File: src/rtl/vga_timing_stream.sv
// vga_timing_stream: turns a pixel stream (valid/ready/sop) into VGA-style
// video timing. Free-running h/v counters set the raster; a two-state FSM
// keeps the incoming stream aligned to the frame origin. It reports starved
// pixels (underflow) and frame misalignment (sop_error).
//
// Handshake: a beat transfers on a rising edge where in_valid && in_ready.
// in_valid is never gated by in_ready. in_ready is combinational from the
// current raster position, the FSM state and in_valid/in_sop. It is held low
// while reset is asserted, so no beat is consumed during reset.
module vga_timing_stream #(
  parameter int DATA_W   = 24,
  parameter int H_ACTIVE = 640,
  parameter int H_FP     = 16,
  parameter int H_SYNC   = 96,
  parameter int H_BP     = 48,
  parameter int V_ACTIVE = 480,
  parameter int V_FP     = 10,
  parameter int V_SYNC   = 2,
  parameter int V_BP     = 33,
  parameter int HS_POL   = 0,
  parameter int VS_POL   = 0
) (
  input  logic              clk,
  input  logic              reset,
  input  logic [DATA_W-1:0] in_data,
  input  logic              in_valid,
  input  logic              in_sop,
  output logic              in_ready,
  output logic [DATA_W-1:0] vid_data,
  output logic              vid_de,
  output logic              vid_hs,
  output logic              vid_vs,
  output logic              locked,
  output logic              underflow,
  output logic              sop_error,
  output logic [15:0]       frame_cnt
);

  localparam int H_TOTAL = H_ACTIVE + H_FP + H_SYNC + H_BP;
  localparam int V_TOTAL = V_ACTIVE + V_FP + V_SYNC + V_BP;
  localparam int H_W     = $clog2(H_TOTAL);
  localparam int V_W     = $clog2(V_TOTAL);

  localparam logic [H_W-1:0] H_LAST = H_W'(H_TOTAL - 1);
  localparam logic [V_W-1:0] V_LAST = V_W'(V_TOTAL - 1);

  // Region boundaries are compared at 32 bits so a zero back porch
  // (boundary == total) cannot wrap inside the narrow counter width.
  localparam logic [31:0] H_ACT_END = 32'(H_ACTIVE);
  localparam logic [31:0] HS_BEGIN  = 32'(H_ACTIVE + H_FP);
  localparam logic [31:0] HS_END    = 32'(H_ACTIVE + H_FP + H_SYNC);
  localparam logic [31:0] V_ACT_END = 32'(V_ACTIVE);
  localparam logic [31:0] VS_BEGIN  = 32'(V_ACTIVE + V_FP);
  localparam logic [31:0] VS_END    = 32'(V_ACTIVE + V_FP + V_SYNC);

  localparam logic HS_ACT = (HS_POL != 0);
  localparam logic VS_ACT = (VS_POL != 0);

  typedef enum logic {
    SYNC_WAIT = 1'b0,
    LOCKED    = 1'b1
  } state_t;

  state_t state_q, state_d;

  logic [H_W-1:0]    h_cnt_q, h_cnt_d;
  logic [V_W-1:0]    v_cnt_q, v_cnt_d;
  logic [15:0]       frame_cnt_q, frame_cnt_d;
  logic [DATA_W-1:0] vid_data_q, vid_data_d;
  logic              vid_de_q, vid_de_d;
  logic              vid_hs_q, vid_hs_d;
  logic              vid_vs_q, vid_vs_d;
  logic              underflow_q, underflow_d;
  logic              sop_error_q, sop_error_d;

  logic [31:0] h_pos, v_pos;
  logic        h_last, v_last, frame_end;
  logic        active, hsync, vsync, origin;
  logic        beat_err;
  logic        ready_raw;
  logic        take;

  // Raster position: h wraps every line, v advances on h wrap, frame count on full wrap
  always_comb begin
    h_last      = (h_cnt_q == H_LAST);
    v_last      = (v_cnt_q == V_LAST);
    frame_end   = h_last && v_last;
    h_cnt_d     = h_last ? '0 : h_cnt_q + 1'b1;
    v_cnt_d     = v_cnt_q;
    if (h_last) begin
      v_cnt_d = v_last ? '0 : v_cnt_q + 1'b1;
    end
    frame_cnt_d = frame_end ? frame_cnt_q + 16'd1 : frame_cnt_q;
  end

  // Region decode of the current position, plus stream/raster misalignment check
  always_comb begin
    h_pos    = 32'(h_cnt_q);
    v_pos    = 32'(v_cnt_q);
    active   = (h_pos < H_ACT_END) && (v_pos < V_ACT_END);
    hsync    = (h_pos >= HS_BEGIN) && (h_pos < HS_END);
    vsync    = (v_pos >= VS_BEGIN) && (v_pos < VS_END);
    origin   = (h_cnt_q == '0) && (v_cnt_q == '0);
    // A valid beat whose sop flag disagrees with "this is pixel (0,0)"
    beat_err = in_valid && active && (origin ? !in_sop : in_sop);
  end

  // FSM state register
  always_ff @(posedge clk) begin
    if (reset) begin
      state_q <= SYNC_WAIT;
    end else begin
      state_q <= state_d;
    end
  end

  // FSM next state: lock on an sop beat at origin, drop lock on misalignment
  always_comb begin
    state_d = state_q;
    case (state_q)
      SYNC_WAIT: if (origin && in_valid && in_sop) state_d = LOCKED;
      LOCKED:    if (beat_err) state_d = SYNC_WAIT;
      default:   state_d = SYNC_WAIT;
    endcase
  end

  // FSM outputs: ready, which beat becomes a pixel, and the status pulses
  always_comb begin
    ready_raw   = 1'b0;
    take        = 1'b0;
    underflow_d = 1'b0;
    sop_error_d = 1'b0;
    locked      = 1'b0;
    case (state_q)
      SYNC_WAIT: begin
        // Non-sop beats are drained; an sop beat waits for the origin.
        ready_raw = in_valid && (!in_sop || origin);
        take      = in_valid && in_sop && origin && active;
      end
      LOCKED: begin
        locked      = 1'b1;
        ready_raw   = active && !beat_err;
        take        = active && in_valid && !beat_err;
        sop_error_d = beat_err;
        // beat_err needs in_valid, underflow needs !in_valid: never both.
        underflow_d = active && !in_valid;
      end
      default: begin
        ready_raw = 1'b0;
      end
    endcase
    in_ready = ready_raw && !reset;
  end

  // Next video outputs: one-cycle registered view of the current position
  always_comb begin
    vid_data_d = take ? in_data : '0;
    vid_de_d   = active;
    vid_hs_d   = hsync ? HS_ACT : ~HS_ACT;
    vid_vs_d   = vsync ? VS_ACT : ~VS_ACT;
  end

  // Counter and video output registers
  always_ff @(posedge clk) begin
    if (reset) begin
      h_cnt_q     <= '0;
      v_cnt_q     <= '0;
      frame_cnt_q <= '0;
      vid_data_q  <= '0;
      vid_de_q    <= 1'b0;
      vid_hs_q    <= ~HS_ACT;
      vid_vs_q    <= ~VS_ACT;
      underflow_q <= 1'b0;
      sop_error_q <= 1'b0;
    end else begin
      h_cnt_q     <= h_cnt_d;
      v_cnt_q     <= v_cnt_d;
      frame_cnt_q <= frame_cnt_d;
      vid_data_q  <= vid_data_d;
      vid_de_q    <= vid_de_d;
      vid_hs_q    <= vid_hs_d;
      vid_vs_q    <= vid_vs_d;
      underflow_q <= underflow_d;
      sop_error_q <= sop_error_d;
    end
  end

  assign vid_data  = vid_data_q;
  assign vid_de    = vid_de_q;
  assign vid_hs    = vid_hs_q;
  assign vid_vs    = vid_vs_q;
  assign underflow = underflow_q;
  assign sop_error = sop_error_q;
  assign frame_cnt = frame_cnt_q;

endmodule

File: config.mk
export PLATFORM = sky130hd
export DESIGN_NAME = vga_timing_stream
export DESIGN_NICKNAME = d
export VERILOG_FILES = /design/src/rtl/vga_timing_stream.sv
export SDC_FILE = /design/constraint.sdc
export NUM_CORES = 1
export LEC_CHECK = 0
export ABC_CLOCK_PERIOD_IN_PS = 3000
export CORE_MARGIN = 2
export CORE_UTILIZATION = 48
export DETAILED_ROUTE_END_ITERATION = 12
export GPL_TIMING_DRIVEN = 1
export PLACE_DENSITY = 0.89
export SETUP_SLACK_MARGIN = 0.1
export SYNTH_ARGS = -nofsm -noshare
export SYNTH_HDL_FRONTEND = slang
export SYNTH_SLANG_ARGS = --single-unit
File: constraint.sdc
create_clock -name clk -period 3 [get_ports clk]
set_input_delay 0.6 -clock clk [delete_from_list [all_inputs] [get_ports clk]]
set_output_delay 0.6 -clock clk [all_outputs]
set_load 0.05 [all_outputs]
Word-level counts from Yosys, hierarchy flattened
Index checks and enable logic that the tools add are counted.
{"block": "word_totals", "regBits": 66, "latch_bits": 0, "ram_bits": 0, "mem_bits_ro": 0, "in_bits": 28, "output_inout_bits": 47, "word_cells": 60, "mem_count": 0}
{"block": "op_classes", "addsub": 3, "mul": 0, "div_mod_pow": 0, "n_lt_le_gt_ge": 6, "eq_ne": 2, "shifts": 0, "mux": 10, "bitwise_logic": 2, "n_reduce_logical": 27}
{"op": "adder 10 x 1 -> 10 bit, second input constant", "count": 2}
{"op": "== test 10 bit, second input constant", "count": 2}
{"op": "logical NOT 10 bit", "count": 2}
{"op": "less-than comparator 10 bit, second input constant", "count": 2}
{"op": "less-than comparator 10 x 9 -> 1 bit, second input constant", "count": 2}
{"op": "logical AND 1 bit", "count": 17}
{"op": "adder 16 x 1 -> 16 bit, second input constant", "count": 1}
{"op": "greater-or-equal comparator 10 bit, second input constant", "count": 1}
{"op": "greater-or-equal comparator 10 x 9 -> 1 bit, second input constant", "count": 1}
{"op": "2-to-1 mux 10 bit", "count": 1}
{"op": "2-to-1 mux 1 bit", "count": 6}
{"op": "case mux 1 bit (2 select lines)", "count": 3}
{"op": "OR reduction 2 bit", "count": 3}
{"op": "logical NOT 1 bit", "count": 4}
{"op": "inverter 1 bit", "count": 2}
{"op": "logical OR 1 bit", "count": 1}

Depth between registers and ports, before layout
{"block": "depth", "word_depth": 9, "depth_mapped": 11, "mapped_depth_nobuf": 10}

Worst setup path before layout
No wires, ideal clock.
{"block": "synth_path", "path_kind": "reg2out", "start": "reg h_cnt_q[6]", "end": "out in_ready", "arrival_time_ns": 2.445, "required_ns": 2.400, "setup_slack_ns": -0.045, "path_stages_with_launch": 11, "n_path_buf": 2, "cell_sequence": "dfxtp_1 buf_6 or3_1 buf_2 nor4_1 nand2_1 ha_1 inv_1 nand2_1 a32oi_1 nor2_1"}
{"block": "synth_via", "elab_chain_len": 8, "word_cells_on_any_way": 13, "classes_between": "order compare (1); mux (2); reduce/logical (10)"}
{"element": "start: declaration", "line": "66", "source": "logic [H_W-1:0] h_cnt_q, h_cnt_d;"}
{"element": "start signal: assignment", "line": "176", "source": "h_cnt_q <= h_cnt_d;"}
{"element": "less-than comparator 10 bit or logical NOT 10 bit (tied branches)", "line": "100, 103"}
{"element": "logical AND 1 bit (on tied branches)", "line": "100, 103"}
{"element": "logical AND 1 bit or 2-to-1 mux 1 bit (tied branches)", "line": "105", "source": "beat_err = in_valid && active && (origin ? !in_sop : in_sop);"}
{"element": "logical AND 1 bit", "line": "105"}
{"element": "logical NOT 1 bit", "line": "142", "source": "ready_raw = active && !beat_err;"}
{"element": "logical AND 1 bit", "line": "142"}
{"element": "case mux 1 bit (2 select lines) *", "line": "134", "source": "case (state_q)"}
{"element": "logical AND 1 bit *", "line": "152", "source": "in_ready = ready_raw && !reset;"}
{"element": "end: declaration", "line": "28", "source": "output logic in_ready,"}
Mark *: on every way between the ends. The rest lies on a longest branch, timed or not.

Final worst setup path
{"block": "layout_path", "start": "reg h_cnt_q[1]", "end": "out in_ready"}
The elaborated chain is that of the path after synthesis.

==> metrics.yaml <==
min_path:
  hp-class: "flop to flop"
  hold_depth: 1
  hold_end: "h_cnt_q[0]"
  min_from: "h_cnt_q[0]"
floorplanning:
  rows: 27
  pin_count: 75
  die-height_microns: 80.6
  start_util: 0.506
  die_area_sq_mm: 0.00650
  die_w_microns: 80.6
  core-area_sq_mm: 0.00557
critical_path:
  path_cells: "inv_1 > ha_1 > nor4b_4 > and4_4 > nand2_4 > ha_4 > inv_4 > nand2_4 > a32oi_2 > nor2_2 > buf_12"
  worst-setup-path-type: "flop to primary output"
  crit_path_end_kind: "primary output"
  worst-r2r-setup-slack_ns: 0.59
  critical-path-top-delay-family: "simple AND/OR/NAND/NOR gates"
  crit_slowest_cell: "dfxtp_1"
  crit_buf_inv: 3
  slowest_delay_ns: 0.35
  worst-path-stages: 11
  r2r.worst_path.cells: 5
  rr_startpoint: "h_cnt_q[1]"
  cp.arrival_ns: 2.30
  path_max_fanout: 4
  crit_top_cell: "nand2_4"
  required_ns: 2.40
  r2r-end: "v_cnt_q[7]"
  worstSetupStartpointType: "flop"
cts:
  cts_buffer_depth: 2
  cts_tree: "yes"
  worstSkewPairLatency_ns: 0.34
  clk_transition_reported_paths_ns: 0.07
  holdBufCountCts: 0
  cts_buffers: 9
  htreeDepth: 3
  clock-sinks: 66
  cts_root_buf: "clkbuf_8"
global_route:
  grt_usage: 0.257
  antenna_found_initial: 0
  grt_start_max_net_pins: 27
  first_global_vias: 2610
  grt_pass1_wl_microns: 12800
  overflow: 0
finish:
  mostFrequentLayoutCells: "clkdlybuf4s50_1 (73), dfxtp_1 (62), nand3_1 (47)"
  final_cells: 487
  final_common_cell: "clkdlybuf4s50_1"
  antenna_cells: 0
  post_route_cells_drive_above_1_share: 0.123
  fillers: 379
  final_area_sq_mm: 0.00401
  syn2layout_area_growth_pct: 42.1
  final_nets: 445
placed_design:
  dp_hpwl_microns: 5310
  dp_slack_ns: 0.192
  placed_area_sq_mm: 0.00365
  gp_congestion: 0.902
  portBuffers: 74
  dp_cells: 463
sta:
  rsz0062_at_grt: "false"
  max_freq_mhz: 345
  setup_slack_ns: 0.104
  relSlewSlack: 0.463
  max_slew.worst_pin.slew_ns: 0.799
  fin_tns_setup_ns: 0
  period_needed_ns: 2.90
  layout_worst_path_cycle_share: 0.965
  clock_skew_ns: 0.00957
  hold_viol_final: 0
  setup_viol: 0
  slew_violations: 0
synth:
  syn-mean-instance-area_sq_um: 8.54
  ys_seq_area_frac: 0.469
  synth_area_sq_mm: 0.00282
  syn_inst: 330
  synth_largest_area_cell: "dfxtp_1"
  syn_nets: 364
  synth_cell_type_count: 32
  yosysTopAreaCellShare: 0.469
  ys_seq_elements: 66
  ys_warn_count: 0
  synthTopCellsByArea: "dfxtp_1 (47%), nand3_1 (8.3%), or4_1 (4.8%)"
power:
  power_leakage_uw: 0.00135
  peakVddDrop_v: 0.000329
  power_uw: 1910
  p_per_area_mw_per_mm2: 478
routing:
  drc_errors: 0
  viasPerCell: 6.02
  dr.pass1.iters: 5
  vias: 2931
  wl_per_cell_microns: 17.3
  drt-total-wl_microns: 8430
  drtIter0Drc: 285
  ant_nets: 0
run_status:
  status: "finished clean"
job:
  cap_violations: 0
[logic make-up after synthesis]
kind of cell / share of synthesized area
AOI/OAI and AO/OA: 0.111
xor gates and xnor gates: 0.0342
adders and majority gates: 0.0266
buffers and inverters: 0.0466
DFF: 0.469
and+or+nand+nor: 0.313
[how the worst max path moves through the flow]
stage,start,end
after floorplan,h_cnt_q[6],in_ready
after global placement,h_cnt_q[6],in_ready
after detailed placement,h_cnt_q[6],in_ready
after CTS,h_cnt_q[6],in_ready
after global routing,h_cnt_q[1],in_ready
final,h_cnt_q[1],in_ready
[where the power goes]
group	internal [uW]	total, uW	switching (uW)
clock	447	773	326
combinational	106	240	134
sequential	890	901	10.9
[layer usage]
layer / global-route usage / vias to the layer above / share of wire
met4: 0.132 / 0 / 0.030
met3: 0.0461 / 29 / 0.057
li1: - / 1370 / -
met1: 0.327 / 1409 / 0.39
met5: 0 / - / 0
met2: 0.414 / 123 / 0.52
[cells in the mapped netlist (all sizes together)]
library cell / count
a21boi: 1
a21oi: 24
a31o: 1
a31oi: 1
a32oi: 1
and3: 3
and4: 6
buf: 4
clkbuf: 18
dfxtp: 66
ha: 6
inv: 10
nand2: 14
nand3: 47
nand4: 10
nor2: 35
nor2b: 2
nor3: 11
nor3b: 1
nor4: 7
nor4b: 1
nor4bb: 1
o21a: 1
o21ai: 5
o31ai: 16
o41ai: 1
or3: 8
or4: 18
xnor2: 6
xor2: 5
[flip-flops by register name (all words and copies together), names as in the netlist]
| signal | flops |
|---|---|
| vid_data | 24 |
| sop_error | 1 |
| state_q | 1 |
| underflow | 1 |
| vid_vs | 1 |
| vid_de | 1 |
| h_cnt_q | 10 |
| v_cnt_q | 10 |
| vid_hs | 1 |
| frame_cnt | 16 |
[cell type report]
| cell class | instances | area (sq um) | share of cell area |
|---|---|---|---|
| Inverter | 10 | 40.0 | 0.0100 |
| Sequential cell | 66 | 1330 | 0.332 |
| Timing Repair Buffer | 92 | 886 | 0.221 |
| Tap cell | 72 | 90.1 | 0.0225 |
| Multi-Input combinational cell | 232 | 1450 | 0.363 |
| Clock buffer | 13 | 169 | 0.0422 |
| Clock inverter | 2 | 35.0 | 0.00875 |
[worst register-to-register path, delay by kind of cell (launching register included)]
family	cells	cell delay [ns]
AND/OR/NAND/NOR	3	1.51
flip-flops	1	0.40
adder cells (fa/ha/maj)	1	0.28
AO/OA/AOI/OAI	1	0.15
[through the flow]
| stage | hold slack, ns | util |
|---|---|---|
| 2_1_floorplan | 0.425 | - |
| 3_3_place_gp | 0.460 | 0.655 |
| 3_5_place_dp | 0.471 | 0.655 |
| 4_1_cts | 0.478 | 0.707 |
| 5_1_grt | 0.502 | 0.719 |
| 6_report | 0.477 | 0.719 |
[repair_timing]
| action | 4_1_cts | 5_1_grt |
|---|---|---|
| endpoints found under the setup margin | 1 | 1 |
| pin swaps | 5 | 7 |
| buffers inserted | 4 | 5 |
| resized for setup | 13 | 8 |
(Power assumes the default switching activity.)
